--- config.mk ---
export PLATFORM = sky130hd
export DESIGN_NAME = lif_output_layer_flat
export DESIGN_NICKNAME = d
export VERILOG_FILES = /design/src/rtl/lif_output_layer_if.sv /design/src/rtl/lif_output_layer.sv /design/src/flat_wrapper.sv
export SDC_FILE = /design/constraint.sdc
export NUM_CORES = 1
export LEC_CHECK = 0
export BUFFER_PORTS_ARGS = -buffer_cell sky130_fd_sc_hd__buf_2
export CAP_MARGIN = 20
export CORE_ASPECT_RATIO = 1.5
export CORE_MARGIN = 2
export CORE_UTILIZATION = 45
export DETAILED_ROUTE_END_ITERATION = 12
export MAX_ROUTING_LAYER = met4
export SYNTH_ARGS = -nofsm -noshare
export SYNTH_HDL_FRONTEND = slang
export SYNTH_SLANG_ARGS = --single-unit
export TNS_END_PERCENT = 50
--- constraint.sdc ---
create_clock -name clk -period 5.05 [get_ports clk]
set_input_delay 0 -clock clk [delete_from_list [all_inputs] [get_ports clk]]
set_output_delay 0 -clock clk [all_outputs]
set_load 0.02 [all_outputs]
--- src/rtl/lif_output_layer_if.sv ---
// -----------------------------------------------------------------------------
// lif_output_layer_if
// Bundles the timestep handshake, the spike vectors, the weight-write port and
// the membrane clear of the LIF output layer.
//   master : driven by the hidden layer / host (step request, spikes, weights)
//   slave  : the output layer itself
// Signals:
//   step_valid  request to process one timestep
//   step_ready  layer idle, able to accept a timestep
//   spike_in    N_IN-bit input spike vector
//   spike_out   N_OUT-bit fired-neuron vector, held until the next out_valid
//   out_valid   one-cycle pulse marking a new spike_out
//   w_we/w_addr/w_data  weight table write port (addr = out_idx*N_IN + in_idx)
//   vmem_clear  clear all membranes (honoured while idle)
// -----------------------------------------------------------------------------
interface lif_output_layer_if #(
    parameter int N_IN   = 8,
    parameter int N_OUT  = 2,
    parameter int W_BITS = 8,
    parameter int A_BITS = 4
);
    logic              step_valid;
    logic              step_ready;
    logic [N_IN-1:0]   spike_in;
    logic [N_OUT-1:0]  spike_out;
    logic              out_valid;
    logic              w_we;
    logic [A_BITS-1:0] w_addr;
    logic [W_BITS-1:0] w_data;
    logic              vmem_clear;

    modport master (
        output step_valid, spike_in, w_we, w_addr, w_data, vmem_clear,
        input  step_ready, spike_out, out_valid
    );

    modport slave (
        input  step_valid, spike_in, w_we, w_addr, w_data, vmem_clear,
        output step_ready, spike_out, out_valid
    );
endinterface

--- src/rtl/lif_output_layer.sv ---
// -----------------------------------------------------------------------------
// lif_output_layer
// Output layer of N_OUT leaky integrate-and-fire neurons. Each accepted
// timestep walks the latched spike vector one input index per cycle (all
// neurons in parallel), adding saturated signed weights from a writable table,
// then applies leak, thresholds (v > THETA), resets fired membranes and emits
// spike_out with a one-cycle out_valid.
// Ports:
//   clk     rising-edge clock
//   resetn  asynchronous active-low reset
//   bus     lif_output_layer_if.slave (handshake, spikes, weight port, clear)
// Optional feature macro: LIF_OUT_REFRACTORY_EN -- per-neuron refractory
// counter loaded with REFRAC_STEPS on firing; while nonzero the neuron is held
// at v=0, skips integration/leak and cannot fire.
// -----------------------------------------------------------------------------
module lif_output_layer #(
    parameter int N_IN         = 8,
    parameter int N_OUT        = 2,
    parameter int W_BITS       = 8,
    parameter int V_BITS       = 12,
    parameter int THETA        = 112,
    parameter int LEAK_SHIFT   = 4,
    parameter int A_BITS       = 4,
    parameter int REFRAC_STEPS = 2
) (
    input  logic                 clk,
    input  logic                 resetn,
    lif_output_layer_if.slave    bus
);
    localparam int N_W      = N_IN * N_OUT;
    localparam int WA_BITS  = (N_W > 1) ? $clog2(N_W) : 1;
    localparam int IDX_BITS = $clog2(N_IN);

    localparam logic [IDX_BITS-1:0]      IDX_LAST = IDX_BITS'(N_IN - 1);
    localparam logic [IDX_BITS-1:0]      IDX_ONE  = IDX_BITS'(1);
    localparam logic [A_BITS:0]          N_W_A    = (A_BITS + 1)'(N_W);
    localparam logic signed [V_BITS-1:0] THETA_V  = V_BITS'(THETA);

    localparam logic [1:0] S_IDLE  = 2'd0;
    localparam logic [1:0] S_ACCUM = 2'd1;
    localparam logic [1:0] S_LEAK  = 2'd2;
    localparam logic [1:0] S_FIRE  = 2'd3;

    logic [1:0]                state_q, state_d;
    logic [IDX_BITS-1:0]       idx_q, idx_d;
    logic [N_IN-1:0]           spk_q, spk_d;
    logic [N_OUT-1:0]          spike_out_q, spike_out_d;
    logic                      out_valid_q, out_valid_d;
    logic                      step_ready_q, step_ready_d;
    logic signed [V_BITS-1:0]  v_q [N_OUT];
    logic signed [V_BITS-1:0]  v_d [N_OUT];
    logic signed [W_BITS-1:0]  w_q [N_W];
    logic [WA_BITS-1:0]        rd_addr_s [N_OUT];
    logic [N_OUT-1:0]          busy_s;
    logic [N_OUT-1:0]          fire_s;
    logic                      w_wr_ok_s;

    // Add a sign-extended weight at V_BITS+1 and clamp to the membrane range.
    function automatic logic signed [V_BITS-1:0] sat_add(
        input logic signed [V_BITS-1:0] a,
        input logic signed [W_BITS-1:0] b
    );
        logic [V_BITS:0] sum;
        sum = {a[V_BITS-1], a} + {{(V_BITS + 1 - W_BITS){b[W_BITS-1]}}, b};
        if (sum[V_BITS] != sum[V_BITS-1]) begin
            // Top two bits disagree: overflow, sign bit tells the direction.
            if (sum[V_BITS]) begin
                return {1'b1, {(V_BITS - 1){1'b0}}};
            end else begin
                return {1'b0, {(V_BITS - 1){1'b1}}};
            end
        end else begin
            return sum[V_BITS-1:0];
        end
    endfunction

    // Leak toward zero by an arithmetic-shift fraction; cannot overflow.
    function automatic logic signed [V_BITS-1:0] leak(input logic signed [V_BITS-1:0] v);
        if (LEAK_SHIFT > 0) begin
            return v - (v >>> LEAK_SHIFT);
        end else begin
            return v;
        end
    endfunction

    assign bus.step_ready = step_ready_q;
    assign bus.spike_out  = spike_out_q;
    assign bus.out_valid  = out_valid_q;

    // Weight-table read address of each neuron for the current input index.
    always_comb begin
        for (int n = 0; n < N_OUT; n++) begin
            rd_addr_s[n] = WA_BITS'(n * N_IN) + WA_BITS'(idx_q);
        end
    end

    // Fire decision, only meaningful in FIRE and never for a refractory neuron.
    always_comb begin
        for (int n = 0; n < N_OUT; n++) begin
            fire_s[n] = (state_q == S_FIRE) && !busy_s[n] && (v_q[n] > THETA_V);
        end
    end

`ifdef LIF_OUT_REFRACTORY_EN
    localparam int RC_BITS = (REFRAC_STEPS < 1) ? 1 : $clog2(REFRAC_STEPS + 1);
    localparam logic [RC_BITS-1:0] RC_LOAD = RC_BITS'(REFRAC_STEPS);
    localparam logic [RC_BITS-1:0] RC_ONE  = RC_BITS'(1);

    logic [RC_BITS-1:0] rc_q [N_OUT];
    logic [RC_BITS-1:0] rc_d [N_OUT];

    // A neuron is refractory while its counter is nonzero.
    always_comb begin
        for (int n = 0; n < N_OUT; n++) begin
            busy_s[n] = (rc_q[n] != {RC_BITS{1'b0}});
        end
    end

    // Counters count FIRE phases: load on firing, decrement while refractory.
    always_comb begin
        for (int n = 0; n < N_OUT; n++) begin
            rc_d[n] = rc_q[n];
            case (state_q)
                S_IDLE: begin
                    if (bus.vmem_clear) begin
                        rc_d[n] = {RC_BITS{1'b0}};
                    end else begin
                        rc_d[n] = rc_q[n];
                    end
                end
                S_FIRE: begin
                    if (busy_s[n]) begin
                        rc_d[n] = rc_q[n] - RC_ONE;
                    end else if (fire_s[n]) begin
                        rc_d[n] = RC_LOAD;
                    end else begin
                        rc_d[n] = rc_q[n];
                    end
                end
                default: rc_d[n] = rc_q[n];
            endcase
        end
    end

    // Refractory counter registers.
    always_ff @(posedge clk or negedge resetn) begin
        if (!resetn) begin
            for (int n = 0; n < N_OUT; n++) begin
                rc_q[n] <= {RC_BITS{1'b0}};
            end
        end else begin
            for (int n = 0; n < N_OUT; n++) begin
                rc_q[n] <= rc_d[n];
            end
        end
    end
`else
    // Without the refractory feature no neuron is ever held off.
    always_comb begin
        busy_s = {N_OUT{1'b0}};
    end
`endif

    // Sequencer and membrane update: IDLE -> ACCUM (N_IN cycles) -> LEAK -> FIRE.
    always_comb begin
        state_d     = state_q;
        idx_d       = idx_q;
        spk_d       = spk_q;
        spike_out_d = spike_out_q;
        out_valid_d = 1'b0;
        for (int n = 0; n < N_OUT; n++) begin
            v_d[n] = v_q[n];
        end
        case (state_q)
            S_IDLE: begin
                // Clear wins over a simultaneous step request.
                if (bus.vmem_clear) begin
                    for (int n = 0; n < N_OUT; n++) begin
                        v_d[n] = {V_BITS{1'b0}};
                    end
                end else if (bus.step_valid) begin
                    spk_d   = bus.spike_in;
                    idx_d   = {IDX_BITS{1'b0}};
                    state_d = S_ACCUM;
                end else begin
                    state_d = S_IDLE;
                end
            end
            S_ACCUM: begin
                for (int n = 0; n < N_OUT; n++) begin
                    if (busy_s[n]) begin
                        v_d[n] = {V_BITS{1'b0}};
                    end else if (spk_q[idx_q]) begin
                        v_d[n] = sat_add(v_q[n], w_q[rd_addr_s[n]]);
                    end else begin
                        v_d[n] = v_q[n];
                    end
                end
                if (idx_q == IDX_LAST) begin
                    state_d = S_LEAK;
                end else begin
                    idx_d = idx_q + IDX_ONE;
                end
            end
            S_LEAK: begin
                for (int n = 0; n < N_OUT; n++) begin
                    if (busy_s[n]) begin
                        v_d[n] = {V_BITS{1'b0}};
                    end else begin
                        v_d[n] = leak(v_q[n]);
                    end
                end
                state_d = S_FIRE;
            end
            S_FIRE: begin
                for (int n = 0; n < N_OUT; n++) begin
                    if (fire_s[n] || busy_s[n]) begin
                        v_d[n] = {V_BITS{1'b0}};
                    end else begin
                        v_d[n] = v_q[n];
                    end
                end
                spike_out_d = fire_s;
                out_valid_d = 1'b1;
                state_d     = S_IDLE;
            end
            default: state_d = S_IDLE;
        endcase
        step_ready_d = (state_d == S_IDLE);
    end

    // Control, output and membrane registers.
    always_ff @(posedge clk or negedge resetn) begin
        if (!resetn) begin
            state_q      <= S_IDLE;
            idx_q        <= {IDX_BITS{1'b0}};
            spk_q        <= {N_IN{1'b0}};
            spike_out_q  <= {N_OUT{1'b0}};
            out_valid_q  <= 1'b0;
            step_ready_q <= 1'b1;
            for (int n = 0; n < N_OUT; n++) begin
                v_q[n] <= {V_BITS{1'b0}};
            end
        end else begin
            state_q      <= state_d;
            idx_q        <= idx_d;
            spk_q        <= spk_d;
            spike_out_q  <= spike_out_d;
            out_valid_q  <= out_valid_d;
            step_ready_q <= step_ready_d;
            for (int n = 0; n < N_OUT; n++) begin
                v_q[n] <= v_d[n];
            end
        end
    end

    // Writes to out-of-range addresses are dropped.
    assign w_wr_ok_s = bus.w_we && ({1'b0, bus.w_addr} < N_W_A);

    // Weight table; a same-cycle ACCUM read sees the old value.
    always_ff @(posedge clk or negedge resetn) begin
        if (!resetn) begin
            for (int k = 0; k < N_W; k++) begin
                w_q[k] <= {W_BITS{1'b0}};
            end
        end else begin
            for (int k = 0; k < N_W; k++) begin
                if (w_wr_ok_s && (bus.w_addr[WA_BITS-1:0] == WA_BITS'(k))) begin
                    w_q[k] <= bus.w_data;
                end
            end
        end
    end
endmodule

--- src/flat_wrapper.sv ---
// flat-port wrapper written by rule: the top's interface ports become plain ports
module lif_output_layer_flat 
#(
    parameter int N_IN         = 8,
    parameter int N_OUT        = 2,
    parameter int W_BITS       = 8,
    parameter int V_BITS       = 12,
    parameter int THETA        = 112,
    parameter int LEAK_SHIFT   = 4,
    parameter int A_BITS       = 4,
    parameter int REFRAC_STEPS = 2
)
  (clk, resetn, bus_step_valid, bus_spike_in, bus_w_we, bus_w_addr, bus_w_data, bus_vmem_clear, bus_step_ready, bus_spike_out, bus_out_valid);
  lif_output_layer_if #(.N_IN(N_IN), .N_OUT(N_OUT), .W_BITS(W_BITS), .A_BITS(A_BITS)) bus_i ();
  input  logic clk;
  input  logic resetn;
  input wire logic [$bits(bus_i.step_valid)-1:0] bus_step_valid;
  input wire logic [$bits(bus_i.spike_in)-1:0] bus_spike_in;
  input wire logic [$bits(bus_i.w_we)-1:0] bus_w_we;
  input wire logic [$bits(bus_i.w_addr)-1:0] bus_w_addr;
  input wire logic [$bits(bus_i.w_data)-1:0] bus_w_data;
  input wire logic [$bits(bus_i.vmem_clear)-1:0] bus_vmem_clear;
  output wire logic [$bits(bus_i.step_ready)-1:0] bus_step_ready;
  output wire logic [$bits(bus_i.spike_out)-1:0] bus_spike_out;
  output wire logic [$bits(bus_i.out_valid)-1:0] bus_out_valid;
  assign bus_i.step_valid = bus_step_valid;
  assign bus_i.spike_in = bus_spike_in;
  assign bus_i.w_we = bus_w_we;
  assign bus_i.w_addr = bus_w_addr;
  assign bus_i.w_data = bus_w_data;
  assign bus_i.vmem_clear = bus_vmem_clear;
  assign bus_step_ready = bus_i.step_ready;
  assign bus_spike_out = bus_i.spike_out;
  assign bus_out_valid = bus_i.out_valid;
  lif_output_layer #(.N_IN(N_IN), .N_OUT(N_OUT), .W_BITS(W_BITS), .V_BITS(V_BITS), .THETA(THETA), .LEAK_SHIFT(LEAK_SHIFT), .A_BITS(A_BITS), .REFRAC_STEPS(REFRAC_STEPS)) u_core (.clk(clk), .resetn(resetn), .bus(bus_i));
endmodule
# Word level (Yosys, flattened, before mapping)
# Index checks and enable logic that the tools add are counted.
[word_totals] reg_bits=169 inputBits=25 wordCells=119
[op_classes] add_sub_neg=6 n_lt_le_gt_ge=5 n_eq_ne=28 mux=27 n_bitwise=3 n_reduce_logical=26
[ops] operator="$mux 12" count=8
[ops] operator="$pmux 24 s4" count=1
[ops] operator="$bmux 8 s4" count=2
[ops] operator="$eq 4x4->1 const B" count=8
[ops] operator="$mux 8" count=4
[ops] operator="$add 12x8->13" count=2
[ops] operator="$gt 12x8->1 const B" count=2
[ops] operator="$mux 24" count=1
[ops] operator="$sub 12x8->12" count=2
[ops] operator="$logic_and 1x1->1" count=18
[ops] operator="$eq 4x3->1 const B" count=4
[ops] operator="$ge 5x5->1 const B" count=2
[ops] operator="$mux 3" count=3
[ops] operator="$reduce_and 3->1" count=3
[ops] operator="$eq 4x2->1 const B" count=2
[ops] operator="$ne 2x2->1 const B" count=4
[ops] operator="$pmux 2 s4" count=1
[ops] operator="$ne 2x1->1 const B" count=3
[ops] operator="$pmux 3 s2" count=1
[ops] operator="$not 3->5" count=1
[ops] operator="$not 4->5" count=1
[ops] operator="$add 4x3->4 const A" count=1
[ops] operator="$eq 2x2->1 const B" count=2
[ops] operator="$eq 4x1->1 const B" count=1
[ops] operator="other kinds (13)" count=18

# Depth between registers and ports, before layout
# Gate-level depths: netlist of run 1.
[depth] depth_word=10 depth_mapped=15 depth_no_buf=13

# Least setup slack after synthesis of run 1
# No wires, ideal clock.
[synth_path] path_type="register to register" start="register u_core.idx_q[0]" end="register u_core.v_q[16] in the netlist's numbering" arrival_ns=4.098 setup_slack_ns=0.827 stages_incl_launch_ff=16 period_less_slack_ns=4.223 path_cell_list="dfrtp_1 -> buf_2 -> buf_1 -> mux4_2 -> mux2_2 -> ha_1 -> inv_1 -> fa_1 -> nand2b_1 -> a21oi_1 -> o41a_1 -> a41o_1 -> o31ai_4 -> maj3_1 -> o22ai_1 -> mux2_2"
[synth_via] elab_chain_cells=9 word_cells_on_any_way=14
[synth_rtl] element="from (decl)" line="lif_output_layer.sv:45" rtl="logic [IDX_BITS-1:0] idx_q, idx_d;"
[synth_rtl] element="from (signal assigned)" line="lif_output_layer.sv:236" rtl="idx_q <= {IDX_BITS{1'b0}};"
[synth_rtl] element="from (signal assigned)" line="lif_output_layer.sv:246" rtl="idx_q <= idx_d;"
[synth_rtl] element="$not 3->5 (implied by the code)" line="lif_output_layer.sv:194" rtl="v_d[n] = sat_add(v_q[n], w_q[rd_addr_s[n]]);"
[synth_rtl] element="$bmux 8 s4" line="lif_output_layer.sv:194"
[synth_rtl] element="$mux 8 (implied by the code) (2 in a row)" line="lif_output_layer.sv:194"
[synth_rtl] element="$add 12x8->13" line="lif_output_layer.sv:64" rtl="sum = {a[V_BITS-1], a} + {{(V_BITS + 1 - W_BITS){b[W_BITS-1]}}, b};"
[synth_rtl] element="$mux 12 / $ne 1x1->1 (equally long branches)" line="lif_output_layer.sv:67, lif_output_layer.sv:65"
[synth_rtl] element="$mux 12" line="lif_output_layer.sv:65" rtl="if (sum[V_BITS] != sum[V_BITS-1]) begin"
[synth_rtl] element="$mux 12" line="lif_output_layer.sv:193" rtl="end else if (spk_q[idx_q]) begin"
[synth_rtl] element="$pmux 24 s4" line="lif_output_layer.sv:174" rtl="case (state_q)"
[synth_rtl] element="to (signal, indexed assignment)" line="lif_output_layer.sv:242" rtl="v_q[n] <= {V_BITS{1'b0}};"
[synth_rtl] element="to (signal, indexed assignment)" line="lif_output_layer.sv:252" rtl="v_q[n] <= v_d[n];"
[synth_rtl] element="to (decl)" line="lif_output_layer.sv:50" rtl="logic signed [V_BITS-1:0] v_q [N_OUT];"
# Parallel ways exist; a longest one is shown, timed or not. The select of a mux whose other input is x is not followed.
# A chain may end at the register's enable or synchronous reset.

# Worst setup path after layout of run 1
[layout_path] start="register u_core.idx_q[0]" end="register u_core.v_q[22] in the netlist's numbering"
# Same word-level chain as after synthesis.

==> impl_metrics.json, run 1 <==
{
  "status": "completed",
  "rows": 66,
  "slowest_stage": "dfrtp_2",
  "antenna_cells": 0,
  "swShare_pct": 38.4,
  "cp.required_ps": 5370,
  "p_sw_w": 0.00252,
  "maxCapViolations": 0,
  "cts_resized": 0,
  "clk_latency_ps": 420,
  "power_density_mw_per_mm2": 602,
  "core_mm2": 0.0215,
  "htree_levels": 4,
  "drtIter0Drc": 350,
  "p_seq_share_pct": 30.1,
  "clockPowerShare_pct": 20.5,
  "dieArea_mm2": 0.0229,
  "ys_types": 64,
  "stdcell_count": 1117,
  "vias": 6570,
  "die_w_um": 124,
  "combPwrFrac_pct": 49.4,
  "grt_use_met2_pct": 37.3,
  "power_leakage_nw": 4.68,
  "ir_worst_vdd_mv": 0.262,
  "cts_tree": "done",
  "firstDrtPassIters": 5,
  "io_pins": 29,
  "grt_use_total_pct": 20.9,
  "post-route-drc-count": 0,
  "vias_per_cell": 5.88,
  "path_max_fanout": 22,
  "clk_pin_slew_ps": 70,
  "synthCells": 801,
  "syn_to_final_growth_pct": 11.6,
  "crit_chain": "buf_12 -> mux4_2 -> mux2_2 -> ha_1 -> a21oi_1 -> o211ai_1 -> a221o_1 -> o311a_1 -> a21oi_2 -> a221oi_2 -> a211oi_1",
  "cp_slowest_stage_delay_ps": 730,
  "start_util_pct": 45.5,
  "slew_violations": 0,
  "relSlewSlack_pct": 35.0,
  "grt_pass1_wl_um": 36900,
  "cts.path.max_buffers": 2,
  "antenna_found_initial": 0,
  "end_kind": "flop",
  "grt_start_max_net_pins": 107,
  "ys_warn_count": 0,
  "ys_ff_latch": 169,
  "post-cts-setup-buffers": 0,
  "avgSynthCellArea_um2": 12.2,
  "startpoint_type": "flop",
  "hpwl_um": 16200,
  "finalWirelength_um": 22300,
  "drive_above_1_share_pct": 31.4,
  "min_period_ps": 4240,
  "grt_overflow_total": 0,
  "path_class": "flop to flop",
  "nets": 915,
  "syn_area_mm2": 0.00978,
  "setup_violations": 0,
  "hp-class": "input pin to flop",
  "worst_pin_slew_ps": 975,
  "fin_tns_setup_ps": 0,
  "ys.flop_type": "dfrtp_1",
  "cts.root.buffer_cell": "clkbuf_16",
  "dp_cells": 1075,
  "synthArstFlopShare_pct": 100,
  "grt_pass1_vias": 6995,
  "cp.arrival_ps": 4570,
  "met1_usage_pct": 24.8,
  "hold_viol_final": 0,
  "use_met3_pct": 2.64,
  "max_freq_mhz": 236,
  "busiest_layer": "met2",
  "die_y_um": 185,
  "io_buffers": 28,
  "ys_seq_area_share_pct": 43.3,
  "finClkSkew_ps": 5.90,
  "synth_nets": 884,
  "gp_congestion": 0.960,
  "routedWlPerCell_um": 20.0,
  "p_int_w": 0.00405,
  "cts.sink_count": 169,
  "cts_buffers": 17,
  "synth-edff-count": 0,
  "setup.reg_to_reg.worst_slack_ps": 810,
  "rsz0062_at_grt": "false",
  "ant_nets": 0,
  "period_share_pct": 84.0
}
## synthesized netlist by cell type, types with 2 or more instances
master | count | area share, %
nand3b_1 | 4 | 0.31
nand2b_1 | 19 | 1.2
a32oi_1 | 4 | 0.36
a21oi_2 | 2 | 0.18
o21a_1 | 6 | 0.46
mux4_2 | 34 | 7.8
maj3_1 | 5 | 0.51
buf_2 | 3 | 0.15
inv_1 | 33 | 1.3
and3_1 | 2 | 0.13
xor2_1 | 13 | 1.2
buf_1 | 4 | 0.15
o311a_1 | 2 | 0.20
and2_1 | 2 | 0.13
o221a_2 | 2 | 0.23
nor3b_1 | 2 | 0.15
or3_1 | 2 | 0.13
dfrtp_1 | 168 | 43
ha_1 | 54 | 6.9
o22ai_1 | 5 | 0.32
nand2_1 | 31 | 1.2
a211oi_1 | 4 | 0.31
a41o_1 | 2 | 0.20
nand4b_1 | 2 | 0.18
o41ai_1 | 3 | 0.27
xnor2_1 | 18 | 1.6
fa_1 | 4 | 0.82
nor2b_1 | 7 | 0.45
clkbuf_1 | 24 | 0.92
nor3_1 | 6 | 0.31
o2111ai_1 | 2 | 0.18
o211ai_1 | 3 | 0.23
mux2_2 | 152 | 18
nor2_1 | 42 | 1.6
nand3_1 | 8 | 0.41
o21ai_0 | 21 | 1.1
a22oi_1 | 21 | 1.6
a21oi_1 | 42 | 2.2
mux2i_1 | 5 | 0.51
a2bb2oi_1 | 3 | 0.27
a21o_1 | 12 | 0.92
## repair_timing
action                                  in CTS  in global routing
endpoints found under the setup margin       0                  0
hold endpoints to repair                   113                  0
hold buffers                                10                  0
## through the flow
step / hold slack (ps) / utilization [%] / area (um^2) / worst slack [ps] / total power (W)
floorplan: -296 / - / 9780 / 827 / 0.00443
global placement: 179 / 47.5 / 10200 / 895 / 0.00514
detailed placement: 209 / 47.5 / 10200 / 794 / 0.00522
CTS: 71.5 / 50.8 / 10900 / 794 / 0.00662
global route: 81.8 / 50.8 / 10900 / 445 / 0.00707
finish: 82.2 / 50.8 / 10900 / 806 / 0.00657
## power by group through the flow
stage	logic (W)	clock network, W	registers (W)
after CTS	0.00326	0.00138	0.00198
after global routing	0.00360	0.00144	0.00203
final	0.00324	0.00135	0.00198
after detailed placement	0.00322	0	0.00200
after floorplan	0.00258	0	0.00185
after global placement	0.00316	0	0.00198
## final cells by class
type                       instances  area [um^2]
multi-input combinational        568         5300
fill                            1931        10600
tap                              272          340
timing repair buffer              43          297
sequential                       169         4230
clock buffer                      17          425
clock inverter                    15          189
inverter                          33          124
## per-layer routing
metal | wire length [um] | vias to the layer above
met5 | 0 | -
met4 | 324 | 0
met3 | 508 | 22
met2 | 12000 | 110
met1 | 9540 | 3392
li1 | - | 3046
## layout by cell type (no fill, tap or decap), types with 13 or more instances in the layout
master and count:
a22oi_1 21, mux4_2 34, nor2_1 42, buf_2 27, xor2_1 13, dfrtp_1 167, o21ai_0 21, inv_1 33
nand2b_1 19, xnor2_1 18, ha_1 54, nand2_1 31, mux2_2 152, clkbuf_16 17, a21oi_1 42
## flip-flops by register name, summed over array words and instances (netlist names)
name,count
u_core.state_q,2
u_core.v_q,24
u_core.spk_q,8
u_core.w_q,128
u_core.bus.out_valid,1
u_core.idx_q,3
u_core.bus.step_ready,1
u_core.bus.spike_out,2
## critical path: cells and delay by family, from the launching register on
family / cells / cell delay (ps)
AOI/OAI and AO/OA: 7 / 1970
adders and majority gates: 1 / 350
buffers and inverters: 1 / 290
DFF: 1 / 730
muxes: 2 / 790
## final timing paths
kind                                            to               startpoint  depth (start not counted)
max reg2reg                         u_core.v_q[22]          u_core.idx_q[0]                         11
min in group asynchronous          u_core.spk_q[6]                   resetn                          2
max in group asynchronous           u_core.w_q[68]                   resetn                          3
min                                  u_core.w_q[3]            bus_w_data[3]                          2
min reg2reg                u_core.bus.spike_out[1]  u_core.bus.spike_out[1]                          1
max                                 u_core.v_q[22]          u_core.idx_q[0]                         11
## kinds of logic (layout without fill, tap and decap cells)
group	after synthesis	count (layout)	share of synthesized area [%]
XOR/XNOR	31	31	2.78
AO/OA/AOI/OAI	149	149	10.6
multiplexers	191	191	25.9
buffers and inverters	64	108	2.50
flip-flops	169	169	43.3
AND/OR/NAND/NOR	134	134	6.77
adder cells (fa/ha/maj)	63	63	8.24
Power figures use the tool's default switching activity.
==> inputs of run 2 (changes only) <==
--- a/config.mk
+++ b/config.mk
@@ -5,6 +5,7 @@
 export SDC_FILE = /design/constraint.sdc
 export NUM_CORES = 1
 export LEC_CHECK = 0
+export ABC_AREA = 1
 export BUFFER_PORTS_ARGS = -buffer_cell sky130_fd_sc_hd__buf_2
 export CAP_MARGIN = 20
 export CORE_ASPECT_RATIO = 1.5
==> constraint.sdc (replaced) <==
create_clock -name clk -period 3.5 [get_ports clk]
set_input_delay 0 -clock clk [delete_from_list [all_inputs] [get_ports clk]]
set_output_delay 0 -clock clk [all_outputs]
set_load 0.02 [all_outputs]
==> run 2 against run 1 <==
  * Via count is 38% higher
  * Cell count rose by 54%
  * Clock power grew 42%
  * Critical path depth up 4
  * Critical path type unchanged
  * Critical endpoint is now u_core.v_q[1]
  * Largest power group unchanged
==> impl_metrics.json, run 2 <==
{
  "post-route-drc-count": 0,
  "post-cts-setup-buffers": 0,
  "vias": 9093,
  "min_period_ps": 3200,
  "status": "completed",
  "min_to": "u_core.w_q[55]",
  "grt_pass1_wl_um": 45800,
  "grt_start_max_net_pins": 80,
  "vias_per_cell": 5.29,
  "routedWlPerCell_um": 15.8,
  "cp_top_family": "compound AO/OA/AOI/OAI gates",
  "syn_to_final_growth_pct": 11.8,
  "largest_reg_flops": 128,
  "nFillCells": 2276,
  "fin_tns_setup_ps": 0,
  "ys_seq_area_share_pct": 40.9,
  "clk_latency_ps": 440,
  "grt_pass1_vias": 9091,
  "relSlewSlack_pct": 38.9,
  "worst-path-buf-inv": 2,
  "synth_top_area_share_pct": 40.7,
  "finalWirelength_um": 27200,
  "cp_common_cell": "nand2_1",
  "setup_violations": 0,
  "regArea_mm2": 0.00423,
  "p_int_w": 0.00549,
  "synthCells": 1405,
  "cts.sink_count": 169,
  "clockPowerShare_pct": 19.0,
  "slew_violations": 0,
  "dp_slack_ps": 225,
  "hpwl_um": 19400,
  "cp.required_ps": 3870,
  "core_mm2": 0.0225,
  "ys_types": 41,
  "whs_ps": 82.4,
  "p_sw_w": 0.00460,
  "cp.arrival_ps": 3580,
  "antenna_found_initial": 0,
  "stdcell_area_mm2": 0.0115,
  "p_seq_share_pct": 26.9,
  "ys_ff_latch": 169,
  "io_pins": 29,
  "hp-class": "input pin to flop",
  "reg_top3": "u_core.w_q: 128 flops, u_core.v_q: 24 flops, u_core.spk_q: 8 flops",
  "ys.flop_type": "dfrtp_1",
  "grt_overflow_total": 0,
  "ys_warn_count": 0,
  "holdPathStages": 5,
  "cp_slowest_stage_delay_ps": 450,
  "drtIter0Drc": 572,
  "ant_nets": 0,
  "multi_input_area_mm2": 0.00534,
  "power_density_mw_per_mm2": 874,
  "crit_chain": "buf_16 -> o21ai_0 -> a31oi_1 -> buf_4 -> ha_1 -> a21o_1 -> a21oi_1 -> nand3_1 -> nand2_1 -> nand2_1 -> a21oi_4 -> nand2_1 -> nand2_1 -> nand2_1 -> nand2_1",
  "htree_levels": 4,
  "finClkSkew_ps": 9.13,
  "setup.reg_to_reg.worst_slack_ps": 300,
  "io_buffers": 28,
  "end_kind": "flop",
  "slowest_stage": "dfrtp_2",
  "avgSynthCellArea_um2": 7.35,
  "placed_cell_area_mm2": 0.0107,
  "largest-register": "u_core.w_q",
  "worst_pin_slew_ps": 914,
  "rows": 67,
  "dieArea_mm2": 0.0242,
  "clk_pin_slew_ps": 70,
  "min_from": "bus_w_addr[3]",
  "syn_area_mm2": 0.0103,
  "die_y_um": 190,
  "final_core_util_pct": 51.4,
  "combPwrFrac_pct": 54.1,
  "die_w_um": 128,
  "synth_most_common_cell": "nand2_1",
  "synth_area_leaders": "dfrtp_1 (41%), nand2_1 (15%), o21ai_0 (11%), ha_1 (6.5%), inv_1 (4.7%)",
  "rsz0062_at_grt": "false",
  "synth_common_cells": "nand2_1 (417), o21ai_0 (220), dfrtp_1 (168), inv_1 (130), nor2_1 (100)",
  "period_share_pct": 91.5,
  "synthArstFlopShare_pct": 100,
  "grt_use_total_pct": 24.4,
  "synth_area_leader_cell": "dfrtp_1",
  "timing.rr.end": "u_core.v_q[1]",
  "max_freq_mhz": 312,
  "drive_above_1_share_pct": 8.04,
  "swShare_pct": 45.6,
  "power_leakage_nw": 5.82,
  "antenna_cells": 0,
  "maxCapViolations": 0,
  "cts.path.max_buffers": 2,
  "final_common_cell": "nand2_1",
  "firstDrtPassIters": 7,
  "startpoint_type": "flop",
  "nets": 1512,
  "ir_worst_vdd_mv": 0.388,
  "synth-edff-count": 0,
  "start_util_pct": 46.0,
  "reg2reg_from": "u_core.idx_q[0]",
  "worst_slack_ps": 297,
  "path_max_fanout": 79,
  "gp_congestion": 0.869,
  "most-common-layout-cells": "nand2_1 (415), o21ai_0 (220), dfrtp_1 (167), inv_1 (130), nor2_1 (100)",
  "cts_buffers": 17,
  "hold_viol_final": 0,
  "path_class": "flop to flop",
  "synth_nets": 1488,
  "cts_tree": "done",
  "cts.root.buffer_cell": "clkbuf_16",
  "reg2reg_depth": 15
}
==> run 2: cell types whose count changed in the layout (fill, tap and decap cells not counted), moves of 19 or more <==
cell | previous run | this run
a22oi_1 | 21 | 0
inv_1 | 33 | 130
mux2_2 | 152 | 8
mux4_2 | 34 | 0
nand2_1 | 31 | 415
nand2b_1 | 19 | 0
nand3_1 | 8 | 64
nor2_1 | 42 | 100
o21ai_0 | 21 | 220
==> run 2: cell type report <==
class | count | share of cell area, %
clock buffers | 19 | 3.84
clock inverters | 13 | 1.24
inverters | 134 | 4.38
multi-input cells | 1041 | 46.3
flip-flops and latches | 169 | 36.6
well taps | 276 | 2.99
repair buffers | 66 | 4.67
==> run 2: cells by family after synthesis <==
family,synth area share (%)
simple gates,24.8
buf+inv,7.56
mux,0.872
fa+ha+maj,7.31
xor+xnor,1.44
flops,40.9
compound gates,17.1
==> run 2: timing repair <==
item,4_1_cts,5_1_grt
hold endpoints to repair,101,0
hold buffers,20,0
setup endpoints to repair,0,22
resized for setup,0,7
==> run 2: layer usage <==
| metal | wire length [um] | GRT usage [%] | share of wire (%) |
|---|---|---|---|
| met2 | 13700 | 42.1 | 50 |
| met4 | 553 | 7.31 | 2.0 |
| met1 | 12300 | 29.8 | 45 |
| met5 | 0 | - | 0 |
| met3 | 692 | 3.21 | 2.5 |
==> run 2: worst min-delay path: cells and delay by family <==
kind                   cells  cell delay, ps
buffers and inverters      2             220
and+or+nand+nor            2             210
AOI/OAI and AO/OA          1              50
==> run 2: power by group through the flow <==
| stage | Combinational, W | Sequential [W] | Clock [W] |
|---|---|---|---|
| 2_1_floorplan | 0.00429 | 0.00265 | 0 |
| 3_3_place_gp | 0.00530 | 0.00273 | 0 |
| 3_5_place_dp | 0.00534 | 0.00274 | 0 |
| 4_1_cts | 0.00539 | 0.00271 | 0.00196 |
| 5_1_grt | 0.00630 | 0.00276 | 0.00204 |
| 6_report | 0.00546 | 0.00272 | 0.00192 |
==> run 2: worst max path at each step <==
stage,to,cells after the start,slack [ps],from
floorplan,u_core.v_q[16],24,390,u_core.idx_q[0]
global placement,u_core.v_q[0],17,270,u_core.idx_q[0]
detailed placement,u_core.v_q[1],17,230,u_core.idx_q[0]
CTS,u_core.v_q[15],19,210,u_core.idx_q[0]
global route,u_core.v_q[4],19,1,u_core.idx_q[0]
finish,u_core.v_q[1],15,300,u_core.idx_q[0]
==> run 2: metrics by stage <==
| stage | power [W] | cells |
|---|---|---|
| 2_1_floorplan | 0.00694 | 1405 |
| 3_3_place_gp | 0.00803 | 1666 |
| 3_5_place_dp | 0.00808 | 1666 |
| 4_1_cts | 0.0101 | 1718 |
| 5_1_grt | 0.0111 | 1718 |
| 6_report | 0.0101 | 1718 |
